## config.mk

```make
export PLATFORM = sky130hd
export DESIGN_NAME = execute_bru_cond_pipe
export DESIGN_NICKNAME = d
export VERILOG_FILES = /design/src/rtl/execute_bru_cond_pipe.sv
export SDC_FILE = /design/constraint.sdc
export NUM_CORES = 1
export LEC_CHECK = 0
export CAP_MARGIN = 20
export CORE_MARGIN = 5
export CORE_UTILIZATION = 30
export DETAILED_ROUTE_END_ITERATION = 10
export GPL_TIMING_DRIVEN = 0
export SLEW_MARGIN = 20
export SYNTH_ARGS = -nofsm -noshare
export SYNTH_HDL_FRONTEND = slang
export SYNTH_SLANG_ARGS = --single-unit
```

## constraint.sdc

```tcl
create_clock -name clk -period 4.45 [get_ports clk]
set_input_delay 0.89 -clock clk [delete_from_list [all_inputs] [get_ports clk]]
set_output_delay 0.89 -clock clk [all_outputs]
set_load 0.01 [all_outputs]
```

## src/rtl/execute_bru_cond_pipe.sv

```systemverilog
// Two-stage branch-condition resolver for the execute-stage BRU: S1 captures operands, S2 holds taken/mispredict.
// Optional mispredict perf counter enabled by defining EXECUTE_BRU_COND_PERFCNT_EN.
module execute_bru_cond_pipe #(
  parameter int XLEN  = 32,
  parameter int TAG_W = 6
) (
  input  logic             clk,
  input  logic             resetn,
  input  logic             i_flush,
  input  logic             i_valid,
  output logic             o_ready,
  input  logic [XLEN-1:0]  i_src0_value,
  input  logic [XLEN-1:0]  i_src1_value,
  input  logic [8:0]       i_bru_cmd,
  input  logic             i_pred_taken,
  input  logic [TAG_W-1:0] i_tag,
  output logic             o_valid,
  input  logic             i_ready,
  output logic             o_taken,
  output logic             o_mispredict,
  output logic [TAG_W-1:0] o_tag,
  output logic [31:0]      o_mispredict_count
);

  logic             s1_valid_q, s1_valid_d;
  logic [XLEN-1:0]  s1_src0_q, s1_src0_d;
  logic [XLEN-1:0]  s1_src1_q, s1_src1_d;
  logic [8:0]       s1_cmd_q, s1_cmd_d;
  logic             s1_pred_q, s1_pred_d;
  logic [TAG_W-1:0] s1_tag_q, s1_tag_d;

  logic             s2_valid_q, s2_valid_d;
  logic             s2_taken_q, s2_taken_d;
  logic             s2_mispred_q, s2_mispred_d;
  logic [TAG_W-1:0] s2_tag_q, s2_tag_d;

  logic s2_free, s1_advance, in_hs, out_hs;
  logic src_ne, src_eq, src0_neg, src0_zero, src0_pos, src_slt, src_ult;
  logic taken;

  // o_ready sees only i_ready and stage state, never i_valid
  assign s2_free    = ~s2_valid_q | i_ready;
  assign s1_advance = s1_valid_q & s2_free;
  assign o_ready    = ~s1_valid_q | s1_advance;
  assign in_hs      = i_valid & o_ready;
  assign out_hs     = s2_valid_q & i_ready;

  assign src_ne    = (s1_src0_q != s1_src1_q);
  assign src_eq    = (s1_src0_q == s1_src1_q);
  assign src0_neg  = s1_src0_q[XLEN-1];
  assign src0_zero = (s1_src0_q == '0);
  assign src0_pos  = ~src0_neg & ~src0_zero;
  assign src_slt   = ($signed(s1_src0_q) < $signed(s1_src1_q));
  assign src_ult   = (s1_src0_q < s1_src1_q);

  // bit 5 is reserved and masked off; bit 6 is unconditional
  assign taken = |(s1_cmd_q & {src_ult, src_slt, 1'b1, 1'b0, src0_pos,
                               src0_zero, src0_neg, src_eq, src_ne});

  always_comb begin
    s1_valid_d = s1_valid_q;
    s1_src0_d  = s1_src0_q;
    s1_src1_d  = s1_src1_q;
    s1_cmd_d   = s1_cmd_q;
    s1_pred_d  = s1_pred_q;
    s1_tag_d   = s1_tag_q;
    if (in_hs) begin
      s1_src0_d = i_src0_value;
      s1_src1_d = i_src1_value;
      s1_cmd_d  = i_bru_cmd;
      s1_pred_d = i_pred_taken;
      s1_tag_d  = i_tag;
    end
    if (i_flush)         s1_valid_d = 1'b0;
    else if (in_hs)      s1_valid_d = 1'b1;
    else if (s1_advance) s1_valid_d = 1'b0;
  end

  always_comb begin
    s2_valid_d   = s2_valid_q;
    s2_taken_d   = s2_taken_q;
    s2_mispred_d = s2_mispred_q;
    s2_tag_d     = s2_tag_q;
    if (s1_advance) begin
      s2_taken_d   = taken;
      s2_mispred_d = taken ^ s1_pred_q;
      s2_tag_d     = s1_tag_q;
    end
    if (i_flush)         s2_valid_d = 1'b0;
    else if (s1_advance) s2_valid_d = 1'b1;
    else if (out_hs)     s2_valid_d = 1'b0;
  end

  always_ff @(posedge clk) begin
    if (!resetn) begin
      s1_valid_q   <= 1'b0;
      s1_src0_q    <= '0;
      s1_src1_q    <= '0;
      s1_cmd_q     <= '0;
      s1_pred_q    <= 1'b0;
      s1_tag_q     <= '0;
      s2_valid_q   <= 1'b0;
      s2_taken_q   <= 1'b0;
      s2_mispred_q <= 1'b0;
      s2_tag_q     <= '0;
    end else begin
      s1_valid_q   <= s1_valid_d;
      s1_src0_q    <= s1_src0_d;
      s1_src1_q    <= s1_src1_d;
      s1_cmd_q     <= s1_cmd_d;
      s1_pred_q    <= s1_pred_d;
      s1_tag_q     <= s1_tag_d;
      s2_valid_q   <= s2_valid_d;
      s2_taken_q   <= s2_taken_d;
      s2_mispred_q <= s2_mispred_d;
      s2_tag_q     <= s2_tag_d;
    end
  end

  assign o_valid      = s2_valid_q;
  assign o_taken      = s2_taken_q;
  assign o_mispredict = s2_mispred_q;
  assign o_tag        = s2_tag_q;

`ifdef EXECUTE_BRU_COND_PERFCNT_EN
  logic [31:0] mispredict_count_q, mispredict_count_d;

  // a handshake in a flush cycle was seen by the consumer, so it still counts
  always_comb begin
    mispredict_count_d = mispredict_count_q;
    if (out_hs && s2_mispred_q && !(&mispredict_count_q))
      mispredict_count_d = mispredict_count_q + 32'd1;
  end

  always_ff @(posedge clk) begin
    if (!resetn) mispredict_count_q <= '0;
    else         mispredict_count_q <= mispredict_count_d;
  end

  assign o_mispredict_count = mispredict_count_q;
`else
  assign o_mispredict_count = '0;
`endif

endmodule

```

==> results of run 1 <==
[area by class of cell]
class	count	area, sq um
Fill cell	1463	8450
Multi-Input combinational cell	408	2190
Sequential cell	89	1780
Timing Repair Buffer	93	931
Buffer	60	360
Tap cell	184	230
Clock buffer	9	225
Inverter	34	128
Clock inverter	7	76.3
[worst paths after layout]
kind                                                 start                   endpoint  cells after the start
worst min register to register    s1_tag_q[0]$_SDFFE_PN0P_      o_tag[0]$_SDFFE_PN0P_                      2
worst max register to register  s1_src0_q[31]$_SDFFE_PN0P_  o_mispredict$_SDFFE_PN0P_                      8
worst min-delay path              s1_tag_q[0]$_SDFFE_PN0P_      o_tag[0]$_SDFFE_PN0P_                      2
worst max-delay path                               i_ready                    o_ready                      4
[registers in the layout, summed over array words and instances, names as in the netlist]
register      cells
s1_src0_q        32
o_valid           1
s1_cmd_q          8
o_tag             6
s1_pred_q         1
o_mispredict      1
s1_tag_q          6
s1_valid_q        1
s1_src1_q        32
o_taken           1
[synth_stat cells (all sizes together)]
library cell / number
a21boi: 2
a21o: 1
a21oi: 100
a221oi: 1
a22oi: 1
and2: 2
and2b: 1
buf: 34
clkbuf: 26
clkinv: 1
conb: 1
dfxtp: 89
ha: 32
inv: 33
mux2i: 2
nand2: 177
nand2b: 2
nand3: 8
nand4: 10
nor2: 8
nor2b: 3
nor3: 4
nor4: 10
nor4b: 1
o2111ai: 1
o211ai: 2
o21ai: 3
o311a: 1
o31a: 1
o31ai: 1
or2b: 1
or3: 1
[cells by family (layout without fill, tap and decap cells)]
group	after synthesis	in the layout	share of synthesized area (%)
AND/OR/NAND/NOR	228	228	23.5
AO/OA/AOI/OAI	114	114	14.4
buffers and inverters	94	203	11.2
flip-flops	89	89	41.0
adder cells (fa/ha/maj)	32	32	9.22
multiplexers	2	2	0.461
other	1	32	0.0864
[worst max-delay path, cell delays in order]
cell             delay, ns
clkdlybuf4s50_1       0.41
nor2b_1               0.25
nand2_1               0.13
clkdlybuf4s50_1       0.50
[routing by layer]
metal	vias to the layer above	share of wire [%]	wire length, um
li1	2058	-	-
met1	1745	46	5310
met2	102	47	5430
met3	6	5.8	668
met4	0	0.72	83
met5	-	0	0
[through the flow]
| step | total power [uW] | hold slack (ns) | area [sq um] |
|---|---|---|---|
| 5_1_grt | 2060 | 0.475 | 5920 |
| 6_report | 1960 | 0.453 | 5920 |
| 4_1_cts | 1980 | 0.454 | 5920 |
| 2_1_floorplan | 1080 | 0.432 | 4460 |
| 3_5_place_dp | 1210 | 0.444 | 5620 |
| 3_3_place_gp | 1200 | 0.438 | 5620 |
[power by group]
part | leakage [uW] | switching [uW] | total [uW] | internal, uW
Clock | 0.000142 | 325 | 763 | 439
Sequential | 0.000733 | 28.2 | 866 | 838
Combinational | 0.00157 | 161 | 328 | 167
Total | 0.00244 | 514 | 1960 | 1440
==> impl_metrics.py, run 1 <==
metrics = {
    "status": {
        "status": "finished clean",
    },
    "timing": {
        "timing.final.max_slew_violations": 0,
        "setup_tns_ns": 0,
        "finalHoldViolCount": 0,
        "slew_headroom_pct": 63.9,
        "tightest_slew_ns": 0.542,
        "clock.fmax_mhz": 326,
        "fin_worst_skew_ns": 0.00963,
        "min_period_ns": 3.06,
        "setup_viol": 0,
        "period_share_pct": 68.9,
        "fin_ws_ns": 1.39,
        "rsz0062_at_grt": "false",
    },
    "die": {
        "die_h_um": 130,
        "fp.dieW_um": 130,
        "start_util_pct": 30.2,
        "fp.dieArea_sq_um": 17000,
        "core-area_sq_um": 14400,
        "boundaryPins": 127,
        "rows": 44,
    },
    "clocking": {
        "cts_hold_buffers": 0,
        "ctsHtreeMaxLevel": 3,
        "cts.clk_slew.worst_paths_ns": 0.06,
        "cts_tree": "yes",
        "worstSkewPairLatency_ns": 0.34,
        "root_buffer": "clkbuf_16",
        "cts_setup_buffers": 0,
        "ctsResizeCount": 0,
        "clock_sinks": 89,
        "numCtsBuffers": 9,
        "cts_buffer_depth": 2,
    },
    "hold_path": {
        "worstHoldPathType": "flop to flop",
    },
    "global_route": {
        "antenna_found_initial": 0,
        "grt_pass1_vias": 3850,
        "gr-usage-met2_pct": 22.6,
        "top_usage_layer": "met2",
        "grtUsageMet1_pct": 18.1,
        "globalRouteOverflowTotal": 0,
        "grt_first_pass_wirelength_mm": 18.4,
        "grt_start_max_net_pins": 17,
        "met3_usage_pct": 2.42,
        "grt_usage_pct": 13.8,
    },
    "cells_and_area": {
        "utilization_pct": 41.2,
        "area_growth_pct": 36.4,
        "final_nets": 812,
        "final_common_cell": "nand2_1",
        "n_antenna_cell": 0,
        "final_cell_mix": "nand2_1, a21oi_1, clkdlybuf4s50_1",
        "drive_gt1_share_pct": 8.57,
        "finalNonFillerCells": 884,
    },
    "route": {
        "drtPass1Iterations": 5,
        "drtAntennaViolNets": 0,
        "wl_per_cell_um": 13.0,
        "vias_per_cell": 4.42,
        "drtIter0Drc": 152,
        "vias": 3911,
        "drc": 0,
        "drt-total-wl_mm": 11.5,
    },
    "critical_path": {
        "crit_type": "primary input to primary output",
        "cp.required_ns": 3.56,
        "cp_max_fo": 5,
        "crit_path_end_kind": "primary output",
        "critPathLaunchType": "primary input",
        "rrSetupSlack_ns": 2.03,
        "cp.arrival_ns": 2.17,
    },
    "power": {
        "p_per_area_nw_per_um2": 331,
        "ir_worst_vdd_uv": 153,
        "p_leak_uw": 0.00244,
    },
    "logic_synthesis": {
        "synth_area_leaders": "dfxtp_1, nand2_1, a21oi_1",
        "yosys_warnings": 0,
        "avgSynthCellArea_sq_um": 7.75,
        "ys_types": 38,
        "synth_seq_cells": 89,
        "netlist.area_leader.share_pct": 41.0,
        "netlist_instances": 560,
        "yosys.area.top_type": "dfxtp_1",
        "yosysSeqAreaShare_pct": 41.0,
        "synth.cell_area_sq_um": 4340,
    },
    "place": {
        "gp_congestion": 0.805,
        "numPortBuffers": 93,
        "dp_hpwl_mm": 9.25,
        "post-place-ws_ns": 1.24,
        "placed_cells": 868,
    },
    "job": {
        "cap_violations": 0,
    },
}
Power figures use the tool's default switching activity.
==> run 2: changes to the inputs <==
Clock period 4.45 ns to 2.8 ns, I/O delays scaled along.
==> results of run 2 <==
Same layout as run 1 (identical final DEF). Status: finished clean.
Main changes from that run: setup slack after placement 1.24 ns -> -0.0823 ns; setup slack after layout 1.39 ns -> 0.301 ns; end point of the critical path o_ready -> s1_src0_q[29]$_SDFFE_PN0P_; register-to-register setup slack 2.03 ns -> 0.38 ns; total power 1960 uW -> 3110 uW; worst IR drop on VDD 153 uV -> 243 uV
